### src/rtl/gf2m_inv_seq_pkg.sv
// Shared constants for the GF(2^163) Itoh-Tsujii inversion sequencer:
// field width, field one, addition-chain table and FSM state encodings.
package gf2m_inv_seq_pkg;

    localparam int GF_M = 163;
    localparam logic [GF_M-1:0] FIELD_ONE = {162'b0, 1'b1};

    // Addition-chain step kinds
    localparam logic STEP_DBL = 1'b0;   // k -> 2k
    localparam logic STEP_P1  = 1'b1;   // k -> k+1

    // Chain 1->2->4->5->10->20->40->80->81->162 has nine transitions,
    // so the table holds indices 0..8.
    localparam logic [3:0] LAST_STEP = 4'd8;

    // FSM state encodings
    localparam logic [3:0] S_IDLE     = 4'd0;
    localparam logic [3:0] S_LOAD     = 4'd1;
    localparam logic [3:0] S_SQ       = 4'd2;
    localparam logic [3:0] S_WAIT_SQ  = 4'd3;
    localparam logic [3:0] S_MUL      = 4'd4;
    localparam logic [3:0] S_WAIT_MUL = 4'd5;
    localparam logic [3:0] S_FIN      = 4'd6;
    localparam logic [3:0] S_WAIT_FIN = 4'd7;
    localparam logic [3:0] S_DONE     = 4'd8;

    // Chain ROM: step type per chain index (4->5 and 80->81 are plus-one)
    function automatic logic chain_type(input logic [3:0] step);
        logic t;
        case (step)
            4'd2, 4'd7: t = STEP_P1;
            default:    t = STEP_DBL;
        endcase
        return t;
    endfunction

endpackage

### src/rtl/gf2m_inv_seq.sv
// Itoh-Tsujii inversion sequencer for GF(2^163): drives one acb unit through
// 162 squarings and 9 multiplies to produce a^(2^163-2) = a^-1.
module gf2m_inv_seq
    import gf2m_inv_seq_pkg::*;
#(
    parameter int M           = GF_M,
    parameter int TIMEOUT_CYC = 1024
) (
    input  logic         clk,
    input  logic         rst,
    input  logic         start,
    input  logic [M-1:0] a_in,
    output logic         busy,
    output logic         done,
    output logic         err,
    output logic [M-1:0] inv_out,
    output logic         acb_enable,
    output logic         acb_configuration,
    output logic [M-1:0] acb_A,
    output logic [M-1:0] acb_B,
    input  logic [M-1:0] acb_C,
    input  logic         acb_done
);

    localparam int TW = $clog2(TIMEOUT_CYC + 1);
    localparam logic [TW-1:0] TO_LAST = TW'(TIMEOUT_CYC - 1);

    logic [3:0]    state_q,  state_d;
    logic [M-1:0]  a_r_q,    a_r_d;
    logic [M-1:0]  beta_q,   beta_d;
    logic [M-1:0]  t_r_q,    t_r_d;
    logic [7:0]    k_q,      k_d;
    logic [7:0]    sq_cnt_q, sq_cnt_d;
    logic [3:0]    step_q,   step_d;
    logic [TW-1:0] to_cnt_q, to_cnt_d;
    logic [M-1:0]  inv_q,    inv_d;
    logic          err_q,    err_d;
    logic          en_q,     en_d;
    logic          cfg_q,    cfg_d;
    logic [M-1:0]  op_a_q,   op_a_d;
    logic [M-1:0]  op_b_q,   op_b_d;
    logic          is_dbl;
    logic          wait_idle;

    assign is_dbl = (chain_type(step_q) == STEP_DBL);

    // Next-state and datapath: operands are loaded on the transition into an
    // issue state, and the enable flop fires from that state, so A/B/config
    // are already stable for one cycle when acb_enable rises.
    always_comb begin
        state_d   = state_q;
        a_r_d     = a_r_q;
        beta_d    = beta_q;
        t_r_d     = t_r_q;
        k_d       = k_q;
        sq_cnt_d  = sq_cnt_q;
        step_d    = step_q;
        to_cnt_d  = to_cnt_q;
        inv_d     = inv_q;
        err_d     = 1'b0;
        en_d      = 1'b0;
        cfg_d     = cfg_q;
        op_a_d    = op_a_q;
        op_b_d    = op_b_q;
        wait_idle = 1'b0;

        case (state_q)
            S_IDLE: begin
                if (start) begin
                    a_r_d   = a_in;
                    beta_d  = a_in;
                    k_d     = 8'd1;
                    step_d  = '0;
                    state_d = S_LOAD;
                end
            end
            S_LOAD: begin
                if (is_dbl) begin
                    t_r_d    = beta_q;
                    sq_cnt_d = k_q;
                end else begin
                    sq_cnt_d = 8'd1;
                end
                op_a_d  = beta_q;
                op_b_d  = FIELD_ONE;
                cfg_d   = 1'b0;
                state_d = S_SQ;
            end
            S_SQ: begin
                en_d     = 1'b1;
                to_cnt_d = '0;
                state_d  = S_WAIT_SQ;
            end
            S_WAIT_SQ: begin
                if (acb_done) begin
                    beta_d   = acb_C;
                    sq_cnt_d = sq_cnt_q - 8'd1;
                    op_a_d   = acb_C;
                    if (sq_cnt_q == 8'd1) begin
                        op_b_d  = is_dbl ? t_r_q : a_r_q;
                        cfg_d   = 1'b1;
                        state_d = S_MUL;
                    end else begin
                        op_b_d  = FIELD_ONE;
                        cfg_d   = 1'b0;
                        state_d = S_SQ;
                    end
                end else begin
                    wait_idle = 1'b1;
                end
            end
            S_MUL: begin
                en_d     = 1'b1;
                to_cnt_d = '0;
                state_d  = S_WAIT_MUL;
            end
            S_WAIT_MUL: begin
                if (acb_done) begin
                    beta_d = acb_C;
                    if (step_q == LAST_STEP) begin
                        op_a_d  = acb_C;
                        op_b_d  = FIELD_ONE;
                        cfg_d   = 1'b0;
                        state_d = S_FIN;
                    end else begin
                        step_d  = step_q + 4'd1;
                        k_d     = is_dbl ? (k_q << 1) : (k_q + 8'd1);
                        state_d = S_LOAD;
                    end
                end else begin
                    wait_idle = 1'b1;
                end
            end
            S_FIN: begin
                en_d     = 1'b1;
                to_cnt_d = '0;
                state_d  = S_WAIT_FIN;
            end
            S_WAIT_FIN: begin
                if (acb_done) begin
                    inv_d   = acb_C;
                    state_d = S_DONE;
                end else begin
                    wait_idle = 1'b1;
                end
            end
            S_DONE: begin
                state_d = S_IDLE;
            end
            default: begin
                state_d = S_IDLE;
            end
        endcase

        // Shared timeout for all WAIT states
        if (wait_idle) begin
            if (to_cnt_q == TO_LAST) begin
                err_d   = 1'b1;
                state_d = S_IDLE;
            end else begin
                to_cnt_d = to_cnt_q + 1'b1;
            end
        end
    end

    // State and datapath registers with synchronous reset
    always_ff @(posedge clk) begin
        if (rst) begin
            state_q  <= S_IDLE;
            a_r_q    <= '0;
            beta_q   <= '0;
            t_r_q    <= '0;
            k_q      <= '0;
            sq_cnt_q <= '0;
            step_q   <= '0;
            to_cnt_q <= '0;
            inv_q    <= '0;
            err_q    <= 1'b0;
            en_q     <= 1'b0;
            cfg_q    <= 1'b0;
            op_a_q   <= '0;
            op_b_q   <= '0;
        end else begin
            state_q  <= state_d;
            a_r_q    <= a_r_d;
            beta_q   <= beta_d;
            t_r_q    <= t_r_d;
            k_q      <= k_d;
            sq_cnt_q <= sq_cnt_d;
            step_q   <= step_d;
            to_cnt_q <= to_cnt_d;
            inv_q    <= inv_d;
            err_q    <= err_d;
            en_q     <= en_d;
            cfg_q    <= cfg_d;
            op_a_q   <= op_a_d;
            op_b_q   <= op_b_d;
        end
    end

    assign busy              = (state_q != S_IDLE) && (state_q != S_DONE);
    assign done              = (state_q == S_DONE);
    assign err               = err_q;
    assign inv_out           = inv_q;
    assign acb_enable        = en_q;
    assign acb_configuration = cfg_q;
    assign acb_A             = op_a_q;
    assign acb_B             = op_b_q;

endmodule

### config.mk
export PLATFORM = sky130hd
export DESIGN_NAME = gf2m_inv_seq
export DESIGN_NICKNAME = d
export VERILOG_FILES = /design/src/rtl/gf2m_inv_seq_pkg.sv /design/src/rtl/gf2m_inv_seq.sv
export SDC_FILE = /design/constraint.sdc
export NUM_CORES = 2
export LEC_CHECK = 0
export ABC_AREA = 1
export CAP_MARGIN = 40
export CORE_AREA = 2 2 322 324
export DETAILED_ROUTE_END_ITERATION = 16
export DIE_AREA = 0 0 324 326
export HOLD_SLACK_MARGIN = 0.1
export PLACE_DENSITY_LB_ADDON = 0.1
export SKIP_CTS_REPAIR_TIMING = 1
export SYNTH_ARGS = -nofsm -noshare
export SYNTH_HDL_FRONTEND = slang
export SYNTH_SLANG_ARGS = --single-unit
export TNS_END_PERCENT = 30
### constraint.sdc
create_clock -name clk -period 1.75 [get_ports clk]
set_input_delay 0.35 -clock clk [delete_from_list [all_inputs] [get_ports clk]]
set_output_delay 0.35 -clock clk [all_outputs]
set_load 0.01 [all_outputs]
==> reports/metrics.csv <==
stage;metric;value;unit
run_status;status;complete, but fails checks;
run_status;violations;setup timing;
timing;skew;25.8;ps
route;viasPerCell;5.19;
place;io_buffers;823;
worst_setup_path;path_cells;buf_6 > nor2_4 > nand3_4 > nand2_8 > nand2_8 > nand3_4 > buf_12 > buf_12 > buf_16 > clkbuf_16 > nand2_1 > nand2_1 > nor2_1;
clock_tree;path_clk_slew;60;ps
timing;rsz0062_at_grt;true;
global_routing;grt_max_degree;105;
timing;max-slew-margin-rel;49.4;%
place;dp_worst_setup_slack;-181;ps
worst_setup_path;cp.arrival;2570;ps
clock_tree;htree_num_levels;3;
global_routing;track_usage;27.2;%
floorplanning;core-area;0.103;sq mm
clock_tree;cts_buffers;112;
floorplanning;die-area;0.106;sq mm
layout;area_delta_synth_final;50.9;%
clock_tree;cts.sinks;1016;
pwr;powerDensity;1110;mW/mm^2
floorplanning;row_count;118;
worst_setup_path;cpPeakStageDelay;330;ps
pwr;switchingPower;21.8;mW
floorplanning;dieHeight;326;microns
layout;layout-drive-gt1-share;13.8;%
logic_synthesis;synthCells;6232;
layout;mostFrequentLayoutCells;nand2_1, dfxtp_1, nor2_1, a21oi_1, o21ai_0;
logic_synthesis;ys_seq_elements;1016;
logic_synthesis;yosysWarnings;0;
global_routing;grt_pass1_vias;39200;
logic_synthesis;synthTopCellsByArea;dfxtp_1, nand2_1, a21oi_1, o21ai_0, nor2_1;
layout;final_area;0.0641;sq mm
floorplanning;start_util;41.4;%
global_routing;antenna_found_initial;18;
timing;post-route-min-period;1990;ps
route;drtIter0Drc;4209;
logic_synthesis;yosysTopAreaCell;dfxtp_1;
timing;tightest_slew;759;ps
timing;setup_violations;898;
logic_synthesis;synth_nets;6569;
layout;layout_commonest_cell;nand2_1;
clock_tree;insertion_delay;700;ps
timing;clock.fmax;0.503;GHz
pwr;comb_power_share;27.1;%
layout;final_util;62.5;%
timing;slew_viol_final;0;
timing;setup_tns;-137550;ps
worst_setup_path;critical_path_class;reg2reg;
logic_synthesis;yosysUniqueCellTypes;27;
clock_tree;cts_tree;done;
place;place_congestion;0.878;
logic_synthesis;ys_seq_area_share;47.9;%
pwr;p_clk_share;35.1;%
layout;num-fill-cells;9127;
place;place_inst;8243;
pwr;p_leak;31.3;nW
route;avgRoutedWirePerCell;20.6;microns
flow_run;drv_cap;0;
pwr;vdd_drop_max;770;uV
layout;instances_no_fill;8682;
timing;layout_worst_path_cycle_share;114;%
pwr;power_frac_seq;37.7;%
clock_tree;root_buffer;clkbuf_16;
timing;worst_slack;-238;ps
floorplanning;die_w;324;microns
logic_synthesis;synth_area;0.0425;sq mm
global_routing;grt_pass1_wl;227000;microns
place;hpwl;106000;microns
route;dr.pass1.iters;6;
place;dpl_cell_area;0.0537;sq mm
worst_setup_path;cp_slowest_cell;dfxtp_2;
route;num_vias;45100;
route;ant_nets;0;
worst_setup_path;path_max_fanout;12;
worst_setup_path;endpoint_kind;flip-flop;
worst_setup_path;worstPathRequired;2330;ps
layout;nNetsFinal;7542;
clock_tree;clk_path_buf_depth;3;
logic_synthesis;synth_top_area_share;47.9;%
worst_setup_path;crit_path_start_kind;flip-flop;
floorplanning;num_io_pins;824;
pwr;p_int;49.4;mW
route;routed_wirelength;179000;microns
pwr;switching_share;30.6;%
worst_hold_path;hold_path.class;in2reg;
logic_synthesis;syn_avg_cell_area;6.82;sq um
global_routing;overflow;0;
route;drc_errors;0;
timing;hold_viol_final;0;
==> through the flow <==
step	power, mW	hold slack [ps]
2_1_floorplan	35.3	425
3_3_place_gp	41.3	431
3_5_place_dp	41.5	436
4_1_cts	66.5	-0.365
5_1_grt	74.0	219
6_report	71.1	205
==> flip-flops by register name (all words and copies together), names as in the netlist <==
name               flops
step_q                 4
state_q                4
err                    1
a_r_q                163
acb_A                163
to_cnt_q              11
k_q                    8
sq_cnt_q               8
acb_configuration      1
beta_q               163
inv_out              163
t_r_q                163
acb_enable             1
acb_B                163
==> kinds of logic (layout without fill, tap and decap cells) <==
group	Yosys count	in the layout	share of synthesized area [%]
other cells	0	11	0
xor+xnor	4	4	0.0825
fa+ha+maj	7	7	0.206
flops	1016	1016	47.9
buf+inv	1004	2063	9.48
simple gates	2837	2837	26.3
compound gates	1364	1364	16.1
==> synthesized netlist by cell type <==
cell type,number
a211oi_1,1
a21oi_1,680
buf_1,16
buf_2,138
buf_4,19
buf_6,2
clkbuf_1,289
dfxtp_1,1016
ha_1,7
inv_1,536
inv_2,4
nand2_1,1748
nand2_2,2
nand3_1,371
nand3_2,2
nand4_1,3
nor2_1,706
nor2_2,1
nor2_4,1
nor3_1,2
nor3b_1,1
o211ai_1,4
o21a_1,1
o21ai_0,651
o21ai_1,27
xnor2_1,2
xor2_1,2
==> worst max-delay path: cells and delay by family, from the launching register on <==
family                 cells  cell delay (ps)
flip-flops                 1              330
buffers and inverters      5              740
AND/OR/NAND/NOR            8              780
==> power groups by stage <==
stage	Sequential, mW	Clock, mW	Combinational (mW)
after floorplan	27.4	0	7.87
after global placement	27.2	0	14.1
after detailed placement	27.3	0	14.3
after CTS	26.8	25.3	14.4
after global routing	27.1	26.1	20.9
final	26.8	25.0	19.3
==> final cells by class <==
cell class | instances | area [sq um] | share of cell area [%]
clock buffer | 162 | 3300 | 5.15
antenna | 11 | 27.5 | 0.0429
inverter | 540 | 2040 | 3.19
clock inverter | 38 | 557 | 0.869
tap | 1380 | 1730 | 2.69
multi-input combinational | 4212 | 19500 | 30.5
sequential | 1016 | 20400 | 31.8
timing repair buffer | 1323 | 16600 | 25.8
==> final timing paths <==
kind	endpoint	cells past startpoint	slack, ps	start
setup / recovery	acb_A[36]$_SDFFE_PP0P_	13	-240	state_q[3]$_SDFF_PP0_
hold / removal	state_q[2]$_SDFF_PP0_	5	210	acb_done
setup reg to reg	acb_A[36]$_SDFFE_PP0P_	13	-240	state_q[3]$_SDFF_PP0_
hold reg to reg	a_r_q[78]$_SDFFE_PP0P_	2	440	a_r_q[78]$_SDFFE_PP0P_
==> per-layer routing <==
| layer | GRT usage (%) | vias up | part of all wire, % |
|---|---|---|---|
| li1 | - | 21700 | - |
| met4 | 10.6 | 14 | 3.6 |
| met3 | 5.82 | 336 | 8.4 |
| met2 | 43.4 | 1845 | 47 |
| met5 | 0 | - | 0.045 |
| met1 | 35.8 | 21200 | 41 |
Power figures use the tool's default switching activity.
